[src/rtl/rd_arb_pkg.sv]
// Shared types and width helpers for the read-domain FIFO arbiter.
//   arb_state_e : arbiter FSM states (IDLE, BURST)
//   src_width() : width of a source index for a given port count
//   cnt_width() : width of the burst word counter for a given burst length
package rd_arb_pkg;

   typedef enum logic {
      IDLE  = 1'b0,
      BURST = 1'b1
   } arb_state_e;

   localparam int unsigned D_SIZE_DEF    = 16;
   localparam int unsigned N_REQ_DEF     = 2;
   localparam int unsigned BURST_LEN_DEF = 4;

   // Source index width; at least one bit even for degenerate counts.
   function automatic int unsigned src_width(input int unsigned n);
      return (n <= 2) ? 1 : $clog2(n);
   endfunction

   // Counter must be able to hold BURST_LEN itself.
   function automatic int unsigned cnt_width(input int unsigned b);
      return (b < 1) ? 1 : $clog2(b + 1);
   endfunction

endpackage

[src/rtl/rr_pick.sv]
// Round-robin first-non-empty finder.
// Scans req starting at ptr and wrapping modulo N_REQ; returns the first
// set index. N_REQ need not be a power of two.
//   req    in  N_REQ  request vector (1 = source has data)
//   ptr    in  SRC_W  scan start index, always < N_REQ
//   winner out SRC_W  first requesting index at or after ptr
//   any    out 1      at least one request is set
module rr_pick
   import rd_arb_pkg::*;
#(
   parameter  int unsigned N_REQ = N_REQ_DEF,
   localparam int unsigned SRC_W = src_width(N_REQ)
) (
   input  logic [N_REQ-1:0] req,
   input  logic [SRC_W-1:0] ptr,
   output logic [SRC_W-1:0] winner,
   output logic             any
);

   // Modulo-N_REQ addition without a divider.
   function automatic logic [SRC_W-1:0] wrap_idx(input logic [SRC_W-1:0] base,
                                                 input int unsigned       off);
      int unsigned s;
      s = 32'(base) + off;
      if (s >= N_REQ) s = s - N_REQ;
      return SRC_W'(s);
   endfunction

   // Scan from farthest to nearest offset so the nearest requester wins.
   always_comb begin
      winner = '0;
      any    = |req;
      for (int unsigned off = N_REQ; off > 0; off--) begin
         if (req[wrap_idx(ptr, off - 1)]) winner = wrap_idx(ptr, off - 1);
      end
   end

endmodule

[src/rtl/rd_fifo_arbiter.sv]
// Read-domain arbiter draining N_REQ first-word-fall-through FIFOs into one
// valid/ready consumer. Round-robin grants with bursts of up to BURST_LEN
// words keep each source's words contiguous. The selected FIFO is popped with
// a combinational one-cycle pulse and its head word is captured into a
// one-entry output register.
// Optional feature macro: RD_ARB_PRIO_EN (source 0 strict priority, with
// preemption of bursts held by other sources).
//   i_r_clk   in  1             read-domain clock
//   i_r_rstn  in  1             asynchronous active-low reset
//   i_empty   in  N_REQ         per-FIFO empty flag
//   i_r_data  in  N_REQ*D_SIZE  per-FIFO head word (slot k at k*D_SIZE)
//   o_r_inc   out N_REQ         per-FIFO pop pulse (combinational)
//   o_valid   out 1             output register holds a word
//   o_data    out D_SIZE        captured word
//   o_src     out SRC_W         FIFO index that supplied o_data
//   i_ready   in  1             consumer accepts o_data this cycle
//   o_busy    out 1             a burst grant is held
module rd_fifo_arbiter
   import rd_arb_pkg::*;
#(
   parameter  int unsigned D_SIZE    = D_SIZE_DEF,
   parameter  int unsigned N_REQ     = N_REQ_DEF,
   parameter  int unsigned BURST_LEN = BURST_LEN_DEF,
   localparam int unsigned SRC_W     = src_width(N_REQ)
) (
   input  logic                    i_r_clk,
   input  logic                    i_r_rstn,
   input  logic [N_REQ-1:0]        i_empty,
   input  logic [N_REQ*D_SIZE-1:0] i_r_data,
   output logic [N_REQ-1:0]        o_r_inc,
   output logic                    o_valid,
   output logic [D_SIZE-1:0]       o_data,
   output logic [SRC_W-1:0]        o_src,
   input  logic                    i_ready,
   output logic                    o_busy
);

   localparam int unsigned      CNT_W    = cnt_width(BURST_LEN);
   localparam logic [SRC_W-1:0] LAST_SRC = SRC_W'(N_REQ - 1);
   localparam logic [CNT_W-1:0] CNT_MAX  = CNT_W'(BURST_LEN);

   arb_state_e        state, state_n;
   logic [SRC_W-1:0]  rr_ptr, rr_ptr_n;
   logic [SRC_W-1:0]  grant, grant_n;
   logic [CNT_W-1:0]  cnt, cnt_n, cnt_inc;
   logic [SRC_W-1:0]  pick_idx, win_idx, pop_idx;
   logic              pick_any, pop, load_ok;
   logic [N_REQ-1:0]  req;
   logic [D_SIZE-1:0] pop_data;

   // Source index following s, wrapping at N_REQ-1.
   function automatic logic [SRC_W-1:0] next_src(input logic [SRC_W-1:0] s);
      return (s == LAST_SRC) ? '0 : s + SRC_W'(1);
   endfunction

   assign load_ok = ~o_valid | i_ready;
   assign req     = ~i_empty;
   assign cnt_inc = cnt + CNT_W'(1);

   rr_pick #(
      .N_REQ (N_REQ)
   ) u_pick (
      .req    (req),
      .ptr    (rr_ptr),
      .winner (pick_idx),
      .any    (pick_any)
   );

`ifdef RD_ARB_PRIO_EN
   logic preempt;
   // Source 0 overrides the round-robin pick and ends other sources' bursts.
   assign win_idx = i_empty[0] ? pick_idx : '0;
   assign preempt = (grant != '0) & ~i_empty[0] & load_ok;
`else
   assign win_idx = pick_idx;
`endif

   // Next-state and pop decision.
   always_comb begin
      state_n  = state;
      rr_ptr_n = rr_ptr;
      grant_n  = grant;
      cnt_n    = cnt;
      pop      = 1'b0;
      pop_idx  = grant;
      case (state)
         IDLE: begin
            if (load_ok && pick_any) begin
               pop     = 1'b1;
               pop_idx = win_idx;
               grant_n = win_idx;
               cnt_n   = CNT_W'(1);
               if (BURST_LEN == 1) rr_ptr_n = next_src(win_idx);
               else                state_n  = BURST;
            end
         end
         BURST: begin
            if (i_empty[grant]) begin
               state_n  = IDLE;
               rr_ptr_n = next_src(grant);
            end
`ifdef RD_ARB_PRIO_EN
            else if (preempt) begin
               state_n  = IDLE;
               rr_ptr_n = next_src(grant);
            end
`endif
            else if (load_ok) begin
               pop   = 1'b1;
               cnt_n = cnt_inc;
               if (cnt_inc == CNT_MAX) begin
                  state_n  = IDLE;
                  rr_ptr_n = next_src(grant);
               end
            end
         end
         default: state_n = IDLE;
      endcase
   end

   // Head word of the FIFO being popped.
   always_comb begin
      pop_data = '0;
      for (int unsigned k = 0; k < N_REQ; k++) begin
         if (pop_idx == SRC_W'(k)) pop_data = i_r_data[k*D_SIZE +: D_SIZE];
      end
   end

   // Pop pulse; gated by reset so no FIFO advances while the block is held.
   always_comb begin
      o_r_inc = '0;
      if (pop && i_r_rstn) o_r_inc[pop_idx] = 1'b1;
   end

   // FSM and arbitration state.
   always_ff @(posedge i_r_clk or negedge i_r_rstn) begin
      if (!i_r_rstn) begin
         state  <= IDLE;
         rr_ptr <= '0;
         grant  <= '0;
         cnt    <= '0;
         o_busy <= 1'b0;
      end else begin
         state  <= state_n;
         rr_ptr <= rr_ptr_n;
         grant  <= grant_n;
         cnt    <= cnt_n;
         o_busy <= (state_n == BURST);
      end
   end

   // One-entry output register; drained by i_ready when nothing replaces it.
   always_ff @(posedge i_r_clk or negedge i_r_rstn) begin
      if (!i_r_rstn) begin
         o_valid <= 1'b0;
         o_data  <= '0;
         o_src   <= '0;
      end else if (pop) begin
         o_valid <= 1'b1;
         o_data  <= pop_data;
         o_src   <= pop_idx;
      end else if (i_ready) begin
         o_valid <= 1'b0;
      end
   end

endmodule
[config.mk]
export PLATFORM = sky130hd
export DESIGN_NAME = rd_fifo_arbiter
export DESIGN_NICKNAME = d
export VERILOG_FILES = /design/src/rtl/rd_arb_pkg.sv /design/src/rtl/rr_pick.sv /design/src/rtl/rd_fifo_arbiter.sv
export SDC_FILE = /design/constraint.sdc
export NUM_CORES = 1
export LEC_CHECK = 0
export ABC_CLOCK_PERIOD_IN_PS = 2900
export CAP_MARGIN = 20
export CORE_MARGIN = 3
export CORE_UTILIZATION = 44
export DETAILED_ROUTE_END_ITERATION = 8
export GPL_ROUTABILITY_DRIVEN = 1
export PLACE_DENSITY = 0.85
export SETUP_SLACK_MARGIN = 0.1
export SYNTH_ARGS = -nofsm -noshare
export SYNTH_HDL_FRONTEND = slang
export SYNTH_SLANG_ARGS = --single-unit
[constraint.sdc]
create_clock -name i_r_clk -period 2.9 [get_ports i_r_clk]
set_input_delay 0.29 -clock i_r_clk [delete_from_list [all_inputs] [get_ports i_r_clk]]
set_output_delay 0.29 -clock i_r_clk [all_outputs]
set_load 0.01 [all_outputs]
Word-level counts from Yosys, hierarchy flattened
Index checks and enable logic that the tools add are counted.
{"block": "classes", "n_addsub": 5, "magnitude_cmp": 7, "n_eq_ne": 4, "n_mux": 34, "bitwise": 4, "n_reduce_logical": 9}
{"cell": "$mux W1", "count": 25}
{"cell": "$mux W16", "count": 1}
{"cell": "$mux W3", "count": 3}
{"cell": "$lt A1 B2 Y1 const B", "count": 4}
{"cell": "$pmux W3 S2", "count": 1}
{"cell": "$reduce_and A3 Y1", "count": 2}
{"cell": "$reduce_bool A2 Y1", "count": 3}
{"cell": "$ne A2 B2 Y1 const B", "count": 2}
{"cell": "$pmux W1 S2", "count": 2}
{"cell": "$add A3 B1 Y3 const B", "count": 1}
{"cell": "$eq A3 B3 Y1 const B", "count": 1}
{"cell": "$logic_and A1 B1 Y1", "count": 3}
{"cell": "$add A1 B1 Y2 const B", "count": 1}
{"cell": "$ge A1 B2 Y1 const B", "count": 1}
{"cell": "$ge A2 B2 Y1 const B", "count": 1}
{"cell": "$mux W2", "count": 1}
{"cell": "$ne A2 B1 Y1 const B", "count": 1}
{"cell": "$not A1 Y1", "count": 2}
{"cell": "$not A2 Y2", "count": 1}
{"cell": "$reduce_or A2 Y1", "count": 1}
{"cell": "$sub A1 B1 Y1 const B", "count": 2}
{"cell": "$add A1 B1 Y1 const B", "count": 1}
{"cell": "$demux W1 S1", "count": 1}
{"cell": "$ge A1 B1 Y1 const B", "count": 1}
{"cell": "$or A1 B1 Y1", "count": 1}
{"block": "word_totals", "register_bits": 24, "input_bits": 37, "output_inout_bits": 21, "elab_cells": 70}

Depth between registers and ports, before layout
Gate-level depths: netlist of the first run.
{"block": "depth", "word_depth": 14, "depth_mapped": 7, "ltp_nobuf": 5}

Cells and area by module
Synthesis of the first run repeated with hierarchy kept, for this count alone.
{"block": "hier_totals", "hier_cells": 138, "hier_area_um2": 1432.6}
{"mod": "rd_fifo_arbiter", "n_inst": 1, "cells_per_inst": 135, "area_per_inst_um2": 1415.1, "seq_area_each_um2": 600.6}
{"mod": "rr_pick", "n_inst": 1, "cells_per_inst": 3, "area_per_inst_um2": 17.5, "seq_area_each_um2": 0.0}

Worst setup path after synthesis of the first run
Ideal clock, no wire load.
{"block": "synth_path", "path_type": "register to register", "from": "reg state", "to": "reg o_data[0]", "setup_time_ps": 126, "arrival_ps": 1542, "t_required_ps": 2774, "setup_slack_ps": 1232, "stages_incl_launch_ff": 7, "path_buffers": 3, "synth_period_minus_slack_ps": 1668, "path_cell_list": "dfrtp_1 -> buf_6 -> or4_1 -> buf_2 -> buf_6 -> a31oi_1 -> a21oi_1"}
{"block": "synth_between", "elab_chain_len": 2, "word_cells_on_any_way": 4, "classes_between": "mux: 3; bitwise: 1"}
{"element": "start, declared", "line": "rd_fifo_arbiter.sv:42", "rtl": "arb_state_e state, state_n;"}
{"element": "start signal, assigned", "line": "rd_fifo_arbiter.sv:144", "rtl": "state <= state_n;"}
{"element": "$not A1 Y1 or $mux W1 (tied branches)"}
{"element": "$pmux W1 S2 or $mux W16 (tied branches)", "line": "rd_fifo_arbiter.sv:86, rd_fifo_arbiter.sv:125"}
{"element": "end signal, assigned", "line": "rd_fifo_arbiter.sv:160", "rtl": "o_data <= pop_data;"}
{"element": "end, declared", "line": "rd_fifo_arbiter.sv:32", "rtl": "output logic [D_SIZE-1:0] o_data,"}
Several ways; a longest one is shown, not always the timed one.
A chain may end at the register's enable or synchronous reset.

Worst setup path in the final report of the first run
{"block": "layout_path", "from": "in i_empty[0]", "to": "out o_r_inc[0]"}
{"block": "layout_between", "elab_chain_len": 12, "word_cells_on_any_way": 23, "classes_between": "order compare: 2; mux: 16; bitwise: 1; reduce/logical: 4"}
{"element": "start, declared", "line": "rd_fifo_arbiter.sv:28", "rtl": "input logic [N_REQ-1:0] i_empty,"}
{"element": "$not A2 Y2", "line": "rd_fifo_arbiter.sv:57", "rtl": "assign req = ~i_empty;"}
{"element": "$mux W1 (not written as such) (2 in a row)", "line": "rr_pick.sv:34", "rtl": "if (req[wrap_idx(ptr, off - 1)]) winner = wrap_idx(ptr, off - 1);"}
{"element": "$mux W1 (2 in a row)", "line": "rr_pick.sv:34"}
{"element": "$mux W1"}
{"element": "$mux W1", "line": "rd_fifo_arbiter.sv:86", "rtl": "case (state)"}
{"element": "$lt A1 B2 Y1 (not written as such) or $ge A1 B1 Y1 (tied branches)", "line": "rd_fifo_arbiter.sv:132", "rtl": "if (pop && i_r_rstn) o_r_inc[pop_idx] = 1'b1;"}
{"element": "$logic_and A1 B1 Y1 (not written as such)", "line": "rd_fifo_arbiter.sv:132"}
{"element": "$mux W1 (not written as such)", "line": "rd_fifo_arbiter.sv:132"}
{"element": "$demux W1 S1", "line": "rd_fifo_arbiter.sv:132"}
{"element": "$mux W2 (*)", "line": "rd_fifo_arbiter.sv:132"}
{"element": "end, declared", "line": "rd_fifo_arbiter.sv:30", "rtl": "output logic [N_REQ-1:0] o_r_inc,"}
Every way passes the cells marked *; elsewhere a longest branch is shown, timed or not. The select of a mux whose other input is x is not followed.

==> results of run 1 <==
[final cells by class]
cell class / instances / area share
Multi-Input combinational cell: 103 / 0.317
Clock inverter: 1 / 0.0155
Sequential cell: 24 / 0.311
Timing Repair Buffer: 62 / 0.315
Tap cell: 31 / 0.0201
Inverter: 5 / 0.00972
Clock buffer: 3 / 0.0117
[power by group through the flow]
stage	Sequential (mW)	Combinational, mW	Clock [mW]
floorplan	0.657	0.499	0
global placement	0.625	0.948	0
detailed placement	0.629	0.971	0
CTS	0.626	0.981	0.244
global route	0.650	1.09	0.258
finish	0.628	0.980	0.242
[metal layers]
metal,global-route usage,share of wire,vias to the layer above
met5,0,0,-
met3,0.0497,0.099,6
met4,0.0759,0.011,0
met1,0.307,0.38,642
met2,0.394,0.51,83
li1,-,-,632
[layout by cell type (no fill, tap or decap), drive strengths merged]
cell type,netlist,final
a2111oi,1,1
a21o,1,1
a21oi,19,19
a22o,2,2
a31oi,19,19
and2,2,2
and3,2,2
buf,6,5
bufinv,0,1
clkbuf,4,3
clkdlybuf4s50,0,57
dfrtp,24,24
ha,2,2
inv,5,5
mux2i,1,1
nand2,3,3
nand2b,1,1
nand3,1,1
nand3b,1,1
nor2,20,20
nor2b,1,1
nor4,1,1
o211a,1,1
o211ai,1,1
o21ai,18,18
o21bai,1,1
o22ai,1,1
o31a,1,1
o31ai,1,1
or4,1,1
xor2,1,1
[cells by family (layout without fill, tap and decap cells)]
group                      Yosys count  in the layout  synth area share
AOI/OAI and AO/OA                   66             66             0.314
xor gates and xnor gates             1              1           0.00679
buffers and inverters               15             71            0.0592
adders and majority gates            2              2            0.0194
muxes                                1              1           0.00776
DFF                                 24             24             0.466
and+or+nand+nor                     33             33             0.127
[critical path, stage by stage]
cell and delay [ps]:
sky130_fd_sc_hd__clkdlybuf4s50_1 540, sky130_fd_sc_hd__and2_1 270, sky130_fd_sc_hd__o31a_1 270, sky130_fd_sc_hd__nor2_1 210, sky130_fd_sc_hd__and3_1 200, sky130_fd_sc_hd__clkdlybuf4s50_1 560
[per-stage QoR]
step	hold slack [ps]	cell area, um^2	instances	power, mW
global route	260	1930	229	1.99
finish	243	1930	229	1.85
floorplan	-5.59	1290	142	1.16
detailed placement	481	1880	225	1.60
global placement	479	1880	225	1.57
CTS	252	1930	229	1.85
[registers in the layout, indices dropped and copies added (netlist names)]
signal	flops
state	1
o_data	16
cnt	3
grant	1
rr_ptr	1
o_src	1
o_valid	1
[path summary, 6_finish.rpt]
check	cells after the start	end	slack, ps	start
setup reg to reg	3	o_data[9]$_DFFE_PN0P_	1010	state$_DFF_PN0_
hold reg to reg	1	cnt[2]$_DFFE_PN0P_	510	cnt[2]$_DFFE_PN0P_
max in group asynchronous	2	rr_ptr$_DFFE_PN0P_	2090	i_r_rstn
min in group i_r_clk	1	cnt[2]$_DFFE_PN0P_	510	cnt[2]$_DFFE_PN0P_
setup / recovery	6	o_r_inc[0]	270	i_empty[0]
hold / removal	1	o_data[1]$_DFFE_PN0P_	240	i_r_rstn
==> flow_summary.rst, run 1 <==
.. list-table::
   :header-rows: 1

   * - Metric
     - Value
   * - Run status
     - finished clean
   * - Power dissipated by switching net loads
     - 0.724 mW
   * - CTS clock-pin slew for the worst setup and hold paths
     - 130 ps
   * - Setup TNS Final
     - 0 ps
   * - Worst EP required
     - 2610 ps
   * - Cell row count
     - 19
   * - Number of hold-slack violations in the final timing report
     - 0
   * - Combined area of the multi-input logic cells
     - 613 um^2
   * - Estimated wirelength of the detail-placed design
     - 2.72 mm
   * - Post-CTS setup buffer count
     - 0
   * - Floorplan Core Area
     - 2780 um^2
   * - Fraction of power consumed by the clock network
     - 0.131
   * - Synthesized area per cell
     - 9.08 um^2
   * - Cell at the root of the clock tree
     - sky130_fd_sc_hd__clkbuf_4
   * - Number of filler instances in the final layout
     - 212
   * - Minimum setup slack after placement
     - 333 ps
   * - Maximum vdd drop
     - 0.677 mV
   * - Sink count of the clock tree
     - 24
   * - Post-DR vias/cell
     - 5.95
   * - Maximum frequency from static timing analysis
     - 381 MHz
   * - Area grow syn2layout
     - 49.8%
   * - DRT antenna net count
     - 0
   * - Remaining routing DRC violations
     - 0
   * - Sequential share of the synthesized area
     - 0.466
   * - Synth Instances
     - 142
   * - Antenna violations before repair
     - 0
   * - Number of flops mapped to enable cells by yosys
     - 0
   * - Slack of the critical path
     - 274 ps
   * - Starting Density
     - 0.464
   * - Post-synthesis net count
     - 181
   * - Number of buffers inserted during clock tree synthesis
     - 3
   * - Number of warnings printed during yosys synthesis
     - 0
   * - Final design utilization
     - 0.695
   * - Sum of overflow across all layers after global routing
     - 0
   * - Synth top area share
     - 0.466
   * - Floorplan die area
     - 3620 um^2
   * - Critical Path End Type
     - output pin
   * - Wire length of the first global-routing pass
     - 6.40 mm
   * - Routability cong.
     - 0.874
   * - I/O pin count
     - 58
   * - Number of maximum-capacitance constraint violations
     - 0
   * - Element type at the critical path start
     - primary input
   * - Min cycle time layout
     - 2630 ps
   * - Fraction of power spent switching nets
     - 0.391
   * - DIE HEIGHT
     - 60.1 um
   * - Detailed router's first-iteration violation count
     - 112
   * - Aggregate global-route resource usage
     - 0.237
   * - Area occupied by registers
     - 601 um^2
   * - Biggest area contributors in the synthesized netlist
     - sky130_fd_sc_hd__dfrtp_1 47%, sky130_fd_sc_hd__a31oi_1 9.2%, sky130_fd_sc_hd__a21oi_1 7.4%, sky130_fd_sc_hd__o21ai_0 7.0%, sky130_fd_sc_hd__nor2_1 5.8%
   * - Number of levels in the clock H-tree
     - 1
   * - Pin count of the biggest net entering global routing
     - 21
   * - Main synth FF type
     - sky130_fd_sc_hd__dfrtp_1
   * - Critical path start-end classification
     - in2out
   * - Ratio of cells with drive above 1 in the final layout
     - 0.0808
   * - Ranking of synthesized cells by instance count
     - 24 x sky130_fd_sc_hd__dfrtp_1, 20 x sky130_fd_sc_hd__nor2_1, 19 x sky130_fd_sc_hd__a21oi_1, 19 x sky130_fd_sc_hd__a31oi_1, 18 x sky130_fd_sc_hd__o21ai_0
   * - Arrival time of the worst setup path
     - 2340 ps
   * - Post-Synthesis Cell Area
     - 1290 um^2
   * - Latest clock arrival within the worst-skew pair
     - 320 ps
   * - RSZ-0062 raised after global routing
     - false
   * - Post-synth top area cell
     - sky130_fd_sc_hd__dfrtp_1
   * - Post-CTS Hold Buffers
     - 0
   * - Port Buf Inserts
     - 57
   * - Most used standard cell by instance count after synthesis
     - sky130_fd_sc_hd__dfrtp_1
   * - Number of global-route vias before repair
     - 1366
   * - Static Leakage
     - 0.771 nW
   * - Wire length after detailed routing
     - 3.75 mm
   * - Clock skew
     - 2.93 ps
   * - Netlist cell types
     - 31
   * - Die width
     - 60.1 um
   * - Internal power
     - 1.13 mW
   * - Min-Delay Path Class
     - in2async
   * - Largest fanout on the critical path
     - 7
   * - Share of power burned in registers
     - 0.339
   * - Final setup viols
     - 0
   * - Vias
     - 1363
   * - TritonCTS clock tree
     - yes
   * - Average routed wire per standard cell
     - 16.4 um
   * - Worst-case clock buffer depth
     - 2
   * - Number of detailed-routing iterations run before antenna repair
     - 5
   * - Number of synthesized register bits
     - 24
   * - Post-CTS Resized
     - 0
   * - Async set-reset flop share out of synthesis
     - 1.00
   * - Final Slew Violations
     - 0
   * - Total Nets Final
     - 238
   * - PwrDens
     - 958 nW/um^2
   * - Share of the clock period used by the worst path after layout
     - 0.906
   * - # diodes
     - 0
   * - Worst rel slew slack
     - 0.518
   * - Combinational power share
     - 0.530
   * - Tightest Pin Transition
     - 723 ps
(Power assumes the default switching activity.)
==> run 2: changes to the inputs <==
ABC_CLOCK_PERIOD_IN_PS = 2300   (was 2900)
CORE_UTILIZATION = 37   (was 44)
PLACE_DENSITY = 0.76   (was 0.85)
clock period = 2.3 ns   (was 2.9 ns; I/O delays follow)
==> run 2 against run 1 <==
Net effect: power rose by 28%; sequential power rose by 24%; largest cell class is now buffers; setup slack got worse by 27 ps; register-to-register slack got worse by 740 ps; critical path type is now reg2out; sequential share of layout area fell by 0.96 points; final area rose by 3.2%; critical endpoint is now o_r_inc[1].
==> flow_summary.rst, run 2 (synthesized netlist as in run 1, its figures left out) <==
.. list-table::
   :header-rows: 1

   * - Metric
     - Value
   * - Worst hold slack
     - 168 ps (-75.1 ps)
   * - Average routed wire per standard cell
     - 15.5 um (-5.2%)
   * - Final Slew Violations
     - 0 (unchanged)
   * - Wire length after detailed routing
     - 3.85 mm (+2.7%)
   * - Min-Delay Path Class
     - in2async
   * - Final setup viols
     - 0 (unchanged)
   * - Port Buf Inserts
     - 57 (unchanged)
   * - Run status
     - finished clean
   * - Cell with the largest stage delay on the worst path
     - sky130_fd_sc_hd__dfrtp_1
   * - Floorplan die area
     - 4230 um^2 (+17%)
   * - Critical path start-end classification
     - reg2out
   * - Sum of overflow across all layers after global routing
     - 0 (unchanged)
   * - Estimated wirelength of the detail-placed design
     - 2.77 mm (+1.7%)
   * - Maximum frequency from static timing analysis
     - 487 MHz
   * - Tightest Pin Transition
     - 620 ps (-104 ps)
   * - Number of global-route vias before repair
     - 1397 (+2.3%)
   * - Slack of the critical path
     - 247 ps (-26.8 ps)
   * - Area grow syn2layout
     - 54.5%
   * - Final design utilization
     - 0.627 (-0.0674)
   * - Pin count of the biggest net entering global routing
     - 21 (unchanged)
   * - Worst-case clock buffer depth
     - 2 (unchanged)
   * - Cell at the root of the clock tree
     - sky130_fd_sc_hd__clkbuf_4
   * - Remaining routing DRC violations
     - 0 (unchanged)
   * - Register with the most flip-flops
     - o_data
   * - Ratio of cells with drive above 1 in the final layout
     - 0.108 (+0.0270)
   * - Clock skew
     - 2.42 ps (-0.509 ps)
   * - Minimum setup slack after placement
     - 9.80 ps (-323 ps)
   * - I/O pin count
     - 58 (unchanged)
   * - Number of levels in the clock H-tree
     - 1 (unchanged)
   * - Routability cong.
     - 0.903 (+3.3%)
   * - Most common cell after layout, fill and taps aside
     - sky130_fd_sc_hd__clkdlybuf4s50_1
   * - Min cycle time layout
     - 2050 ps
   * - Placed Cells incl. Taps
     - 244 (+8.4%)
   * - Setup TNS Final
     - 0 ps (unchanged)
   * - Number of detailed-routing iterations run before antenna repair
     - 4 (-1)
   * - Largest registers
     - o_data (16), cnt (3)
   * - Leading cell types in the layout, fill and taps excluded
     - 55 x sky130_fd_sc_hd__clkdlybuf4s50_1, 24 x sky130_fd_sc_hd__dfrtp_1, 19 x sky130_fd_sc_hd__nor2_1, 19 x sky130_fd_sc_hd__a21oi_1, 19 x sky130_fd_sc_hd__a31oi_1
   * - CTS clock-pin slew for the worst setup and hold paths
     - 130 ps (about the same)
   * - # diodes
     - 0 (unchanged)
   * - Total Nets Final
     - 244 (+2.5%)
   * - Antenna violations before repair
     - 0 (unchanged)
   * - RSZ-0062 raised after global routing
     - false
   * - Die width
     - 65.0 um (+8.1%)
   * - Critical Path End Type
     - output pin
   * - Post-CTS setup buffer count
     - 0 (unchanged)
   * - Number of hold-slack violations in the final timing report
     - 0 (unchanged)
   * - TritonCTS clock tree
     - yes
   * - Worst EP required
     - 2070 ps (-540 ps)
   * - Number of maximum-capacitance constraint violations
     - 0 (unchanged)
   * - Largest incremental delay on the critical path
     - 420 ps (-140 ps)
   * - Wire length of the first global-routing pass
     - 6.42 mm (+0.22%)
   * - Cell row count
     - 20 (+1)
   * - Number of buffers inserted during clock tree synthesis
     - 3 (unchanged)
   * - Latest clock arrival within the worst-skew pair
     - 310 ps (about the same)
   * - Element type at the critical path start
     - flip-flop
   * - DIE HEIGHT
     - 65.0 um (+8.1%)
   * - Critical path cell sequence
     - nor2b_4 > o31a_1 > nor2_2 > inv_2 > and3_1 > dlygate4sd2_1
   * - DRT antenna net count
     - 0 (unchanged)
   * - Kind of cell with the highest combined delay on the critical path
     - simple AND/OR/NAND/NOR gates
   * - Buffers & Inverters on Critical Path
     - 2 (unchanged)
   * - Post-DR vias/cell
     - 5.43 (-8.8%)
   * - PwrDens
     - 1190 nW/um^2 (+24%)
   * - Final cell count without fillers
     - 248 (+8.3%)
   * - Flip-flop count of the largest register after layout
     - 16 (unchanged)
   * - Maximum vdd drop
     - 0.664 mV (-1.9%)
   * - Worst rel slew slack
     - 0.587 (+0.0691)
   * - Floorplan Core Area
     - 3180 um^2 (+14%)
   * - Aggregate global-route resource usage
     - 0.192 (-0.0454)
   * - Largest fanout on the critical path
     - 3 (-4)
   * - Sink count of the clock tree
     - 24 (unchanged)
   * - Setup slack on the worst flop-to-flop path
     - 270 ps (-740 ps)
   * - Share of the clock period used by the worst path after layout
     - 0.893
   * - Arrival time of the worst setup path
     - 1820 ps (-520 ps)
   * - Detailed router's first-iteration violation count
     - 105 (-6.3%)
   * - Starting Density
     - 0.406 (-0.0579)
   * - Vias
     - 1346 (-1.2%)
   * - Static Leakage
     - 0.814 nW (+5.7%)
[run 2: cell types whose count changed in the layout (fill, tap and decap cells not counted)]
cell                              change
sky130_fd_sc_hd__buf_4                +6
sky130_fd_sc_hd__clkdlybuf4s50_1      -2
sky130_fd_sc_hd__dlygate4sd2_1        +2
sky130_fd_sc_hd__nor2_1               -1
sky130_fd_sc_hd__nor2_2               +1
sky130_fd_sc_hd__o211a_1              +1
sky130_fd_sc_hd__o211a_2              -1
[run 2: path summary, 6_finish.rpt]
path                                          start                      to  depth (start not counted)
max in group asynchronous                  i_r_rstn  o_data[11]$_DFFE_PN0P_                          2
worst max register to register      state$_DFF_PN0_  o_data[11]$_DFFE_PN0P_                          4
worst min register to register    o_src$_DFFE_PN0P_       o_src$_DFFE_PN0P_                          2
worst max-delay path            o_valid$_DFFE_PN0P_              o_r_inc[1]                          6
min in group i_r_clk                   i_r_data[22]   o_data[6]$_DFFE_PN0P_                          3
worst min-delay path                       i_r_rstn  o_data[15]$_DFFE_PN0P_                          1
[run 2: layer usage]
layer  track usage  routed length [um]  up-vias
met5             0                   0        -
met2         0.335                1980       59
li1              -                   -      640
met1         0.236                1600      645
met4        0.0518                  10        0
met3        0.0451                 255        2
[run 2: worst reg2reg max path, stage by stage (launching register included)]
cell                      delay [ps]
sky130_fd_sc_hd__dfrtp_1         490
sky130_fd_sc_hd__buf_4           190
sky130_fd_sc_hd__or4_1           830
sky130_fd_sc_hd__a31oi_1         320
sky130_fd_sc_hd__a21oi_1         100
[run 2: report_power, final]
part           total, mW  switching, mW  internal, mW  leakage [nW]
sequential         0.778          0.157         0.621         0.273
clock              0.301          0.125         0.176        0.0279
combinational       1.29          0.644         0.647         0.513
total               2.37          0.925          1.44         0.814
[run 2: final cells by class]
class                   count  area, um^2
inverters                   5        18.8
fillers                   284        1180
clock inverters             1        30.0
multi-input cells         103         616
flip-flops and latches     24         601
clock buffers               3        22.5
well taps                  44        55.1
repair buffers             68         651
[run 2: what timing repair did]
item	in CTS	in global routing
hold buffers	0	0
setup endpoints to repair	2	0
resized for setup	3	0
[run 2: per-stage QoR]
stage	power (mW)	instance area, um^2
6_report	2.37	1990
5_1_grt	2.54	1990
4_1_cts	2.39	1990
3_5_place_dp	2.07	1940
3_3_place_gp	2.02	1940
2_1_floorplan	1.46	1290
